$ cat config.mk
export PLATFORM = sky130hd
export DESIGN_NAME = division_dispatcher
export DESIGN_NICKNAME = d
export VERILOG_FILES = /design/src/rtl/fixed_point_pkg.sv /design/src/rtl/operand_fifo.sv /design/src/rtl/division_dispatcher.sv
export SDC_FILE = /design/constraint.sdc
export NUM_CORES = 1
export LEC_CHECK = 0
export BUFFER_PORTS_ARGS = -buffer_cell sky130_fd_sc_hd__clkbuf_2
export CORE_MARGIN = 5
export CORE_UTILIZATION = 40
export CTS_BUF_LIST = sky130_fd_sc_hd__clkbuf_8
export CTS_CLUSTER_SIZE = 10
export DETAILED_ROUTE_END_ITERATION = 6
export PLACE_DENSITY = 0.61
export REMOVE_ABC_BUFFERS = 1
export SLEW_MARGIN = 10
export SYNTH_ARGS = -nofsm -noshare
export SYNTH_HDL_FRONTEND = slang
export SYNTH_SLANG_ARGS = --single-unit
export TNS_END_PERCENT = 5
$ cat constraint.sdc
create_clock -name clk -period 2.6 [get_ports clk]
set_input_delay 0.52 -clock clk [delete_from_list [all_inputs] [get_ports clk]]
set_output_delay 0.52 -clock clk [all_outputs]
set_load 0.05 [all_outputs]
$ cat src/rtl/fixed_point_pkg.sv
// Shared definitions for the fixed-point divider and its dispatcher.
// Holds the default word width, the dispatcher state encoding and the status constants.
package fixed_point_pkg;

    localparam int WIDTH_DEFAULT = 16;

    typedef enum logic [1:0] {
        ST_IDLE  = 2'd0,
        ST_ISSUE = 2'd1,
        ST_WAIT  = 2'd2,
        ST_HOLD  = 2'd3
    } state_t;

    localparam logic [WIDTH_DEFAULT-1:0] ZERO_RESULT = '0;
    localparam logic                     OVF_SET     = 1'b1;

endpackage

$ cat src/rtl/operand_fifo.sv
// Operand FIFO with wrap-around pointers, occupancy count and a registered ready.
// A push is only taken while ready is high; pushes offered while full are dropped.
module operand_fifo #(
    parameter int WIDTH = 32,
    parameter int DEPTH = 4
) (
    input  logic                     clk,
    input  logic                     reset,
    input  logic                     push,
    input  logic                     pop,
    input  logic [WIDTH-1:0]         wdata,
    output logic [WIDTH-1:0]         rdata,
    output logic                     ready,
    output logic [$clog2(DEPTH):0]   level
);
    localparam int PW = $clog2(DEPTH);
    localparam logic [PW:0] LVL_FULL = (PW+1)'(DEPTH);

    logic [WIDTH-1:0] mem [DEPTH];
    logic [PW-1:0]    wr_ptr;
    logic [PW-1:0]    rd_ptr;
    logic [PW:0]      level_next;
    logic             do_push;
    logic             do_pop;

    assign do_push = push && ready;
    assign do_pop  = pop && (level != '0);
    assign rdata   = mem[rd_ptr];

    always_comb begin
        level_next = level;
        if (do_push && !do_pop) begin
            level_next = level + (PW+1)'(1);
        end else if (!do_push && do_pop) begin
            level_next = level - (PW+1)'(1);
        end
    end

    always_ff @(posedge clk or negedge reset) begin
        if (!reset) begin
            wr_ptr <= '0;
            rd_ptr <= '0;
            level  <= '0;
            ready  <= 1'b0;
        end else begin
            if (do_push) wr_ptr <= wr_ptr + PW'(1);
            if (do_pop)  rd_ptr <= rd_ptr + PW'(1);
            level <= level_next;
            ready <= (level_next < LVL_FULL);
        end
    end

    always_ff @(posedge clk) begin
        if (do_push) mem[wr_ptr] <= wdata;
    end

endmodule

$ cat src/rtl/division_dispatcher.sv
// Queues operand pairs and sequences them one at a time through the external divider.
// Zero divisors are answered locally with an overflow result; a watchdog abandons stuck divides.
//
//   state | meaning
//   IDLE  | waiting for a queued pair; pops the head when one is present
//   ISSUE | start pulse to the divider (suppressed for a zero divisor)
//   WAIT  | waiting for finish, watchdog running
//   HOLD  | result presented on out_valid until out_ready
module division_dispatcher
    import fixed_point_pkg::*;
#(
    parameter int WIDTH   = WIDTH_DEFAULT,
    parameter int DEPTH   = 4,
    parameter int TIMEOUT = 32
) (
    input  logic                   clk,
    input  logic                   reset,
    input  logic                   in_valid,
    output logic                   in_ready,
    input  logic [WIDTH-1:0]       in_a,
    input  logic [WIDTH-1:0]       in_b,
    output logic [WIDTH-1:0]       div_a,
    output logic [WIDTH-1:0]       div_b,
    output logic                   div_start,
    input  logic [WIDTH-1:0]       div_result,
    input  logic                   div_overflow,
    input  logic                   div_finish,
    output logic                   out_valid,
    input  logic                   out_ready,
    output logic [WIDTH-1:0]       out_result,
    output logic                   out_overflow,
    output logic                   out_timeout,
    output logic [$clog2(DEPTH):0] level,
    output logic                   busy
);
    localparam int CW = $clog2(TIMEOUT) + 1;
    localparam logic [CW-1:0] WD_LOAD = CW'(TIMEOUT - 1);

    state_t               state;
    state_t               state_next;
    logic [CW-1:0]        wdog;
    logic [2*WIDTH-1:0]   head;
    logic                 pop;
    logic                 b_zero;
    logic                 finish_ok;

    operand_fifo #(.WIDTH(2*WIDTH), .DEPTH(DEPTH)) u_fifo (
        .clk   (clk),
        .reset (reset),
        .push  (in_valid),
        .pop   (pop),
        .wdata ({in_a, in_b}),
        .rdata (head),
        .ready (in_ready),
        .level (level)
    );

    // The divisor is tested on the registered operand, so a zero divisor
    // spends its ISSUE cycle without pulsing start.
    assign b_zero = (div_b == '0);
    // Finish seen in the first WAIT cycle may be left over from the last divide.
    assign finish_ok = div_finish && (wdog != WD_LOAD);

    always_ff @(posedge clk or negedge reset) begin
        if (!reset) state <= ST_IDLE;
        else        state <= state_next;
    end

    always_comb begin
        state_next = state;
        case (state)
            ST_IDLE:  if (level != '0)            state_next = ST_ISSUE;
            ST_ISSUE: state_next = b_zero ? ST_HOLD : ST_WAIT;
            ST_WAIT:  if (finish_ok || wdog == '0) state_next = ST_HOLD;
            ST_HOLD:  if (out_ready)               state_next = ST_IDLE;
            default:  state_next = ST_IDLE;
        endcase
    end

    always_comb begin
        pop       = (state == ST_IDLE) && (level != '0);
        div_start = (state == ST_ISSUE) && !b_zero;
        out_valid = (state == ST_HOLD);
        busy      = (state != ST_IDLE) || (level != '0);
    end

    always_ff @(posedge clk or negedge reset) begin
        if (!reset) begin
            div_a        <= '0;
            div_b        <= '0;
            wdog         <= '0;
            out_result   <= '0;
            out_overflow <= 1'b0;
            out_timeout  <= 1'b0;
        end else begin
            case (state)
                ST_IDLE: begin
                    if (pop) {div_a, div_b} <= head;
                end
                ST_ISSUE: begin
                    wdog <= WD_LOAD;
                    if (b_zero) begin
                        out_result   <= WIDTH'(ZERO_RESULT);
                        out_overflow <= OVF_SET;
                        out_timeout  <= 1'b0;
                    end
                end
                ST_WAIT: begin
                    if (finish_ok) begin
                        out_result   <= div_result;
                        out_overflow <= div_overflow;
                        out_timeout  <= 1'b0;
                    end else if (wdog == '0) begin
                        out_result   <= WIDTH'(ZERO_RESULT);
                        out_overflow <= OVF_SET;
                        out_timeout  <= 1'b1;
                    end else begin
                        wdog <= wdog - CW'(1);
                    end
                end
                default: ;
            endcase
        end
    end

endmodule

# ---- After elaboration in Yosys (flattened, before gate mapping)
# Memories as Yosys holds them, arrays and structs flattened. A register that Yosys moved wholly into a read port is not among the register bits.
# Index checks and enable logic that the tools add are counted.
dict set report op_classes {
  add_sub_neg 5
  n_lt_le_gt_ge 1
  n_eq_ne 11
  muxes 23
  n_reduce_logical 23
}
# operator count
set ops {}
lappend ops {{$mux W16} 3}
lappend ops {{$pmux W16 S2} 1}
lappend ops {{$logic_not A16 Y1} 1}
lappend ops {{$mux W6} 2}
lappend ops {{$pmux W6 S2} 1}
lappend ops {{$reduce_and A3 Y1} 3}
lappend ops {{$mux W1} 8}
lappend ops {{$ne A2 B2 Y1 const B} 4}
lappend ops {{$pmux W2 S4} 1}
lappend ops {{$logic_and A1 B1 Y1} 7}
lappend ops {{$logic_not A6 Y1} 1}
lappend ops {{$mux W2} 3}
lappend ops {{$mux W3} 2}
lappend ops {{$ne A6 B5 Y1 const B} 1}
lappend ops {{$sub A6 B1 Y6 const B} 1}
lappend ops {{$add A2 B1 Y2 const B} 2}
lappend ops {{$eq A2 B2 Y1 const B} 2}
lappend ops {{$logic_not A1 Y1} 4}
lappend ops {{$ne A2 B1 Y1 const B} 2}
lappend ops {{$pmux W1 S2} 2}
lappend ops {{$reduce_bool A2 Y1} 2}
lappend ops {{$add A3 B1 Y3 const B} 1}
lappend ops {{$lt A3 B3 Y1 const B} 1}
lappend ops {{$ne A3 B3 Y1 const B} 1}
lappend ops {{6 further kinds} 7}
dict set report totals {
  ff_bits 34
  mem_bits_rw 128
  inputBits 54
  out_inout_bits 57
  wordCells 73
  memories 1
}
# memory words width rd rd_clocked_by_memory_dff wr line_no
set memory_table {}
lappend memory_table {u_fifo.mem 4 32 1 1 1 operand_fifo.sv:19} ;# logic [WIDTH-1:0] mem [DEPTH];

# ---- Depth between registers and ports, before layout
# Gate-level depths: netlist (run 1).
dict set report depth {
  ltp_word 7
  mapped_depth 11
  mapped_depth_nobuf 10
}

# ---- Modules after synthesis
# Synthesis (run 1) repeated with hierarchy kept, for this count alone.
dict set report hier_totals {
  hier_cells 529
  hier_area_um2 8047.7
}
# mod instances cells_per_inst area_per_inst_um2 seq_area_each_um2
set by_module_without_submodules {}
lappend by_module_without_submodules {operand_fifo 1 218 5172.5 4043.9}
lappend by_module_without_submodules {division_dispatcher 1 311 2875.3 1451.4}

# ---- Worst setup path before layout (run 1)
# OpenSTA, ideal clock, no wires.
dict set report synth_path {
  path_type {register to register}
  from {register u_fifo.level[0]}
  to {register state[0]}
  setup_ns 0.126
  t_arrival_ns 2.047
  t_required_ns 2.474
  path_slack_ns 0.427
  path_stages_with_launch 6
  period_less_slack_ns 2.173
  path_cell_list {dfrtp_1 > inv_1 > ha_1 > nand3b_1 > o311ai_1 > o32a_1}
}
dict set report synth_via {
  elab_chain_cells 3
}
# element line_no
set synth_lines {}
lappend synth_lines {{from (decl)} operand_fifo.sv:14} ;# output logic [$clog2(DEPTH):0] level
lappend synth_lines {{from (signal assigned)} operand_fifo.sv:48} ;# level <= level_next;
lappend synth_lines {{$reduce_bool A3 Y1} division_dispatcher.sv:72} ;# ST_IDLE: if (level != '0) state_next = ST_ISSUE;
lappend synth_lines {{$ne A2 B1 Y1 (no line)} n/a}
lappend synth_lines {{$reduce_and A3 Y1 (no line)} n/a}
lappend synth_lines {{to (signal assigned)} division_dispatcher.sv:66} ;# else state <= state_next;
lappend synth_lines {{to (decl)} division_dispatcher.sv:39} ;# state_t state;
# Every way passes these cells.
# A chain may end at the register's enable or synchronous reset.

# ---- Final worst setup path (run 1)
dict set report layout_path {
  from {register div_b[1]}
  to {output div_start}
}
dict set report layout_via {
  elab_chain_cells 3
}
# element line_no
set layout_lines {}
lappend layout_lines {{from (decl)} division_dispatcher.sv:23} ;# output logic [WIDTH-1:0] div_b,
lappend layout_lines {{from (signal assigned)} division_dispatcher.sv:90} ;# div_b <= '0;
lappend layout_lines {{from (signal assigned)} division_dispatcher.sv:98} ;# if (pop) {div_a, div_b} <= head;
lappend layout_lines {{$logic_not A16 Y1} division_dispatcher.sv:60} ;# assign b_zero = (div_b == '0);
lappend layout_lines {{$logic_not A1 Y1} division_dispatcher.sv:82} ;# div_start = (state == ST_ISSUE) && !b_zero;
lappend layout_lines {{$logic_and A1 B1 Y1} division_dispatcher.sv:82}
lappend layout_lines {{to (decl)} division_dispatcher.sv:24} ;# output logic div_start,
# Every way passes these cells.

==> results.md, run 1 <==
- ANT nets after route: 0
- Final setup fails: 0
- Worst-path clk slew: between 100 and 150 ps
- Crit path max fanout: 5
- Clock tree from TritonCTS: done
- Routability cong.: ~0.85
- Cell Rows: 51
- Status: completed
- Die Area: about 23000 um2
- Setup TNS: 0 ps
- Post-route setup slack: 167.9 ps
- Hold WC Path Type: in2async
- Yosys cell types: 55
- Starting Density: 40.64%
- Max-Cap Viols: 0
- Layout Nets: roughly 650
- CP required: ~2100 ps
- Slew Limit Fails: 0
- Via/cell ratio: just over 5
- Fmax: 0.4112 GHz
- Setup crit start kind: flop
- Share of cells above drive strength 1: 41.53%
- Clock latency on the worst-skew pair: ~460 ps
- Via Count: approximately 4400
- Sequential-to-total area share from yosys stat: approximately 69%
- Pre-CTS setup slack: between 400 and 500 ps
- Initial antenna violation count: 1
- Period utilization: around 94%
- GRT Total Usage: approximately 15%
- Final min period: ~2400 ps
- H-tree levels: 4
- Root buffer cell: clkbuf_8
- Crit path DAT: between 1500 and 2000 ps
- FF+latch count, synth: a little under 200
- Vias in the first global route: about 4600
- RSZ-0062 raised after global routing: false
- Top Ports: around 110
- TritonRoute pass-1 iters: 4
- Max VDD drop: 0.6678 mV
- PD cells: approximately 1200 nW/um2
- Die height: roughly 150 um
- Setup Buffers After CTS: 0
- Mean area per synthesized cell: 17.40 um2
- Global route overflow: 0
- Hold Violations, Final: 0
- Setup CP Type: reg2out
- Largest net degree at the start of global routing: 38
- Slew Limit Headroom: about two fifths
- Asr flop ratio synth: approximately a third
- DRC errors left: 0
- Top_reg_cell synth: edfxtp_1
- CTS Buffer Depth: 2
- Leakage: 3.548 nW
- Iteration-0 DRC Markers: roughly 250
- Area Growth Syn to Fin: 16.71%
- Clock sinks: 194
- Buffers on Ports: 110
- Die X: approximately 150 um
- Drt wl/cell: ~19 um
- First-pass GRT wire length: 25340 um
- CP Capture Type: output port
- EDFF count, synth: about 130
- Synthesis warning total: 0
- Final WL: approximately 16000 um
- Final Skew: 15.89 ps
- Post-Syn Instances: about 460
- Mapped Area: around 8000 um2
- Ant. Diodes: 0
- Slew @ Worst Pin: roughly 910 ps
- Total CTS buffers: 17
- Core area: just under 20000 um2
- Detailed placer's ending HPWL: slightly above 10000 um
==> timing repair <==
action / in CTS / in global routing
setup endpoints to repair: 0 / 1
hold buffers: 0 / 0
gates resized for setup: 0 / 1
==> kinds of logic (layout without fill, tap and decap cells) <==
group,Yosys count,in the layout,share of synthesized area [%]
simple gates,82,82,6.134
mux,65,65,13.75
flops,194,194,69.25
compound gates,46,46,5.156
xor+xnor,5,5,0.5519
fa+ha+maj,15,15,2.365
buf+inv,49,183,2.791
==> critical path, cell delays in order, from the launching register on <==
cell	delay [ps]
dfrtp_1	440
nor4_4	330
nand4_2	210
and2_2	250
clkbuf_2	230
==> power breakdown <==
group | internal [mW] | switching, mW
Combinational | 1.72 | 3.12
Clock | 0.728 | 1.18
Sequential | 4.11 | 0.597
==> worst paths after layout <==
kind / to / cells past startpoint / from / slack (ps)
worst max-delay path: div_start / 4 / div_b[1] / 170
worst max register to register: out_overflow / 4 / div_b[1] / 530
min in group clk: u_fifo.mem[0][18] / 1 / in_a[2] / 270
max in group asynchronous: out_result[11] / 2 / reset / 1890
worst min-delay path: div_a[4] / 1 / reset / 60
worst min register to register: div_a[9] / 1 / div_a[9] / 520
==> through the flow <==
stage / hold WS (ps) / power [mW] / utilization, % / area (um2) / cells
5_1_grt: 56.82 / 12.09 / 47.43 / 9261 / 855
3_5_place_dp: 496.9 / 9.687 / 45.33 / 8851 / 823
6_report: 55.66 / 11.44 / 47.43 / 9261 / 855
3_3_place_gp: 492.6 / 9.537 / 45.33 / 8851 / 823
2_1_floorplan: 224.4 / 8.249 / - / 7826 / 437
4_1_cts: 47.06 / 11.61 / 47.39 / 9253 / 855
==> synthesized netlist by cell type (2+ instances only) <==
master / instances / area [um2]
nor3_1: 2 / 10.01
nor4_4: 2 / 42.54
nand4_1: 2 / 12.51
and3_1: 4 / 25.02
or2_2: 2 / 12.51
edfxtp_1: 128 / 3844
a21oi_1: 8 / 40.04
mux2_2: 32 / 360.4
nand2_1: 27 / 101.4
clkbuf_1: 8 / 30.03
mux4_2: 32 / 720.7
nor4_2: 2 / 25.02
nor2_1: 6 / 22.52
dfrtp_1: 66 / 1652
o21ai_0: 4 / 20.02
xnor2_1: 4 / 35.03
o221ai_1: 6 / 52.55
or3_1: 3 / 18.77
nand3b_1: 2 / 15.01
buf_2: 8 / 40.04
nand2b_1: 5 / 31.28
nand3_1: 16 / 80.08
inv_1: 29 / 108.9
a221oi_1: 2 / 17.52
ha_1: 15 / 187.7
o31ai_1: 2 / 15.01
a211oi_1: 2 / 15.01
o221ai_2: 10 / 150.1
==> routing by layer <==
layer	wire, um	up-vias	GRT usage (%)
li1	-	2004	-
met1	6627	2203	18.33
met2	8157	129	25.09
met3	1276	16	5.117
met4	118	2	3.672
met5	11	-	0
==> area by class of cell <==
class / instances / area [um2]
clock buffer: 17 / 234.0
clock inverter: 15 / 167.7
fill: 1706 / 10260
inverter: 30 / 112.6
multi-input combinational: 213 / 2232
sequential: 194 / 5498
tap: 265 / 331.6
timing repair buffer: 121 / 685.7
==> placed cells by master, fill, tap and decap left out, types with 8 or more instances in the layout <==
cell	n
buf_4	8
nand3_1	16
nand2_1	27
dfrtp_1	64
o221ai_2	10
ha_1	15
mux2_2	32
edfxtp_1	128
mux4_2	32
clkbuf_8	17
inv_1	29
a21oi_1	8
clkbuf_2	109
==> state kept, by name (all words and copies together) (netlist names) <==
signal and flops:
u_fifo.level 3, u_fifo.ready 1, state 2, div_a 16, u_fifo.wr_ptr 2, div_b 16, out_result 16, out_overflow 1
u_fifo.rd_ptr 2, out_timeout 1, u_fifo.mem 128, wdog 6
(Power assumes the default switching activity.)
==> inputs of run 2 (changes only) <==
--- a/config.mk
+++ b/config.mk
@@ -7,11 +7,11 @@
 export LEC_CHECK = 0
 export BUFFER_PORTS_ARGS = -buffer_cell sky130_fd_sc_hd__clkbuf_2
 export CORE_MARGIN = 5
-export CORE_UTILIZATION = 40
+export CORE_UTILIZATION = 50
 export CTS_BUF_LIST = sky130_fd_sc_hd__clkbuf_8
 export CTS_CLUSTER_SIZE = 10
 export DETAILED_ROUTE_END_ITERATION = 6
-export PLACE_DENSITY = 0.61
+export PLACE_DENSITY = 0.73
 export REMOVE_ABC_BUFFERS = 1
 export SLEW_MARGIN = 10
 export SYNTH_ARGS = -nofsm -noshare
==> constraint.sdc (replaced) <==
create_clock -name clk -period 2.75 [get_ports clk]
set_input_delay 0.55 -clock clk [delete_from_list [all_inputs] [get_ports clk]]
set_output_delay 0.55 -clock clk [all_outputs]
set_load 0.05 [all_outputs]
==> results.md, run 2 (synthesized netlist as in run 1, its figures left out) <==
- Setup Buffers After CTS: 0 (unchanged)
- Pint: 6.297 mW (-3.9%)
- Hold WC Path Type: in2async
- Hold_ws: 35.30 ps (-20.36 ps)
- Initial antenna violation count: 1 (unchanged)
- Setup CP Type: reg2out
- Layout Nets: 649 (+0.46%)
- Top Ports: 111 (unchanged)
- Setup TNS: 0 ps (unchanged)
- CTS Buffer Depth: 2 (unchanged)
- Leakage: 3.552 nW (+0.11%)
- Period utilization: between 80% and 90%
- Core area: 15710 um2 (-20%)
- Critical path's top delay family: simple AND/OR/NAND/NOR gates
- Crit path buf inv count: 1 (unchanged)
- Drt wl/cell: 19.44 um (+2.6%)
- Final setup fails: 0 (unchanged)
- CP required: 2200 ps (+120 ps)
- Switching power total: 4.478 mW (-8.4%)
- Share of cells above drive strength 1: 41.65% (+0.13 points)
- Final min period: around 2500 ps
- First-pass GRT wire length: 24920 um (-1.7%)
- Max-Cap Viols: 0 (unchanged)
- Critical path cell sequence: nor4_4 -> nand4_2 -> and2_2 -> clkbuf_2
- R2R Path Start: state[0]
- CP Capture Type: output port
- Most frequent cells in the layout: edfxtp_1 (128), clkbuf_2 (109), dfrtp_1 (64)
- H-tree levels: 4 (unchanged)
- Slew Limit Headroom: 41.75% (+2.6 points)
- Via Count: 4392 (+0.87%)
- Slew @ Worst Pin: 873.7 ps (-39.10 ps)
- Detailed placer's ending HPWL: 10560 um (+2.2%)
- Worst-path clk slew: 100 ps (about the same)
- PD cells: 1176 nW/um2 (-4.9%)
- Die height: 136.0 um (-9.9%)
- Area Growth Syn to Fin: 15.50%
- CP max-delay cell: dfrtp_1
- Net Sw Frac: 41.56% (-1.2 points)
- Die Area: 18490 um2 (-19%)
- Ant. Diodes: 0 (unchanged)
- Iteration-0 DRC Markers: 300 (+21%)
- Via/cell ratio: 5.429 (+6.6%)
- Max VDD drop: 0.6752 mV (+1.1%)
- Max FFs per register: 128 (unchanged)
- Cts hold-fix bufs: 0 (unchanged)
- Hold Violations, Final: 0 (unchanged)
- Design Power: 10.78 mW (-5.8%)
- Total CTS buffers: 17 (unchanged)
- Buffers on Ports: 110 (unchanged)
- Setup crit start kind: flop
- Sequential share of power: 41.0% (about the same)
- ANT nets after route: 0 (unchanged)
- Post-CTS Resized: 0 (unchanged)
- Commonest non-fill, non-tap cell in the layout: edfxtp_1
- Starting Density: 50.50% (+9.9 points)
- GRT Total Usage: 17.91% (+3.1 points)
- Die X: 136.0 um (-9.9%)
- Largest net degree at the start of global routing: 36 (-5.3%)
- Clock sinks: 194 (unchanged)
- Global route overflow: 0 (unchanged)
- Comb pwr share: 42.1% (-0.2 points)
- RSZ-0062 raised after global routing: false
- Final Core Density: 58.33% (+11 points)
- Crit path launch: div_b[9]
- Crit path max fanout: 5 (unchanged)
- Final Skew: 11.58 ps (-4.304 ps)
- Vias in the first global route: 4601 (+0.99%)
- Crit path DAT: 1920 ps (about the same)
- Routability cong.: 0.8183 (-4.2%)
- Slew Limit Fails: 0 (unchanged)
- Clock latency on the worst-skew pair: 460 ps (about the same)
- Fmax: around 0.41 GHz
- TritonRoute pass-1 iters: 4 (unchanged)
- Root buffer cell: clkbuf_8
- DRC errors left: 0 (unchanged)
- Clock tree from TritonCTS: done
- Final WL: 15730 um (-2.9%)
- Cell Rows: 46 (-9.8%)
- Clock share of power: 16.8% (+0.2 points)
- Max incr delay on CP: 440 ps (about the same)
- Status: completed
- Biggest register: u_fifo.mem
==> run 2: cell types whose count changed in the layout (fill, tap and decap cells not counted), sizes merged <==
cell      previous run  this run
buf                 12        15
bufinv               0         2
clkinv               7         4
clkinvlp             2         3
==> run 2: area by class of cell <==
cell class | count | area, um2
Clock inverter | 15 | 156.4
Timing Repair Buffer | 124 | 670.6
Sequential cell | 194 | 5498
Fill cell | 1232 | 6548
Clock buffer | 17 | 234.0
Inverter | 30 | 112.6
Tap cell | 216 | 270.3
Multi-Input combinational cell | 213 | 2223
==> run 2: per-stage QoR <==
stage	std cells	instance area, um2	setup slack (ps)
after CTS	809	9165	249.9
after floorplan	437	7826	311.8
final	809	9165	284.7
after global routing	809	9165	169.4
after detailed placement	777	8775	606.4
after global placement	777	8775	717.4
==> run 2: worst reg2reg max path, cell delays in order, from the launching register on <==
cell and delay (ps):
dfrtp_1 430, inv_1 110, ha_1 320, inv_1 180
a21oi_2 670, a21oi_1 150, o32a_1 200
==> run 2: per-layer routing <==
metal	wire length, um	global-route usage [%]
met5	13	0
met4	185	5.039
met3	1161	5.811
met2	7950	30.39
met1	6413	22.23
==> run 2: final timing paths <==
check | endpoint | slack (ps) | depth (start not counted)
max | div_start | 280 | 4
min in group clk | u_fifo.mem[2][20] | 300 | 1
min reg2reg | div_a[10] | 530 | 1
min | out_result[3] | 40 | 1
max reg2reg | state[0] | 580 | 6
max in group asynchronous | out_result[14] | 1990 | 2
==> run 2: power groups by stage <==
| stage | clock [mW] | combinational (mW) | sequential (mW) |
|---|---|---|---|
| floorplan | 0 | 1.97 | 5.83 |
| global placement | 0 | 4.49 | 4.44 |
| detailed placement | 0 | 4.61 | 4.49 |
| CTS | 1.86 | 4.62 | 4.43 |
| global route | 1.99 | 4.86 | 4.51 |
| finish | 1.81 | 4.54 | 4.42 |
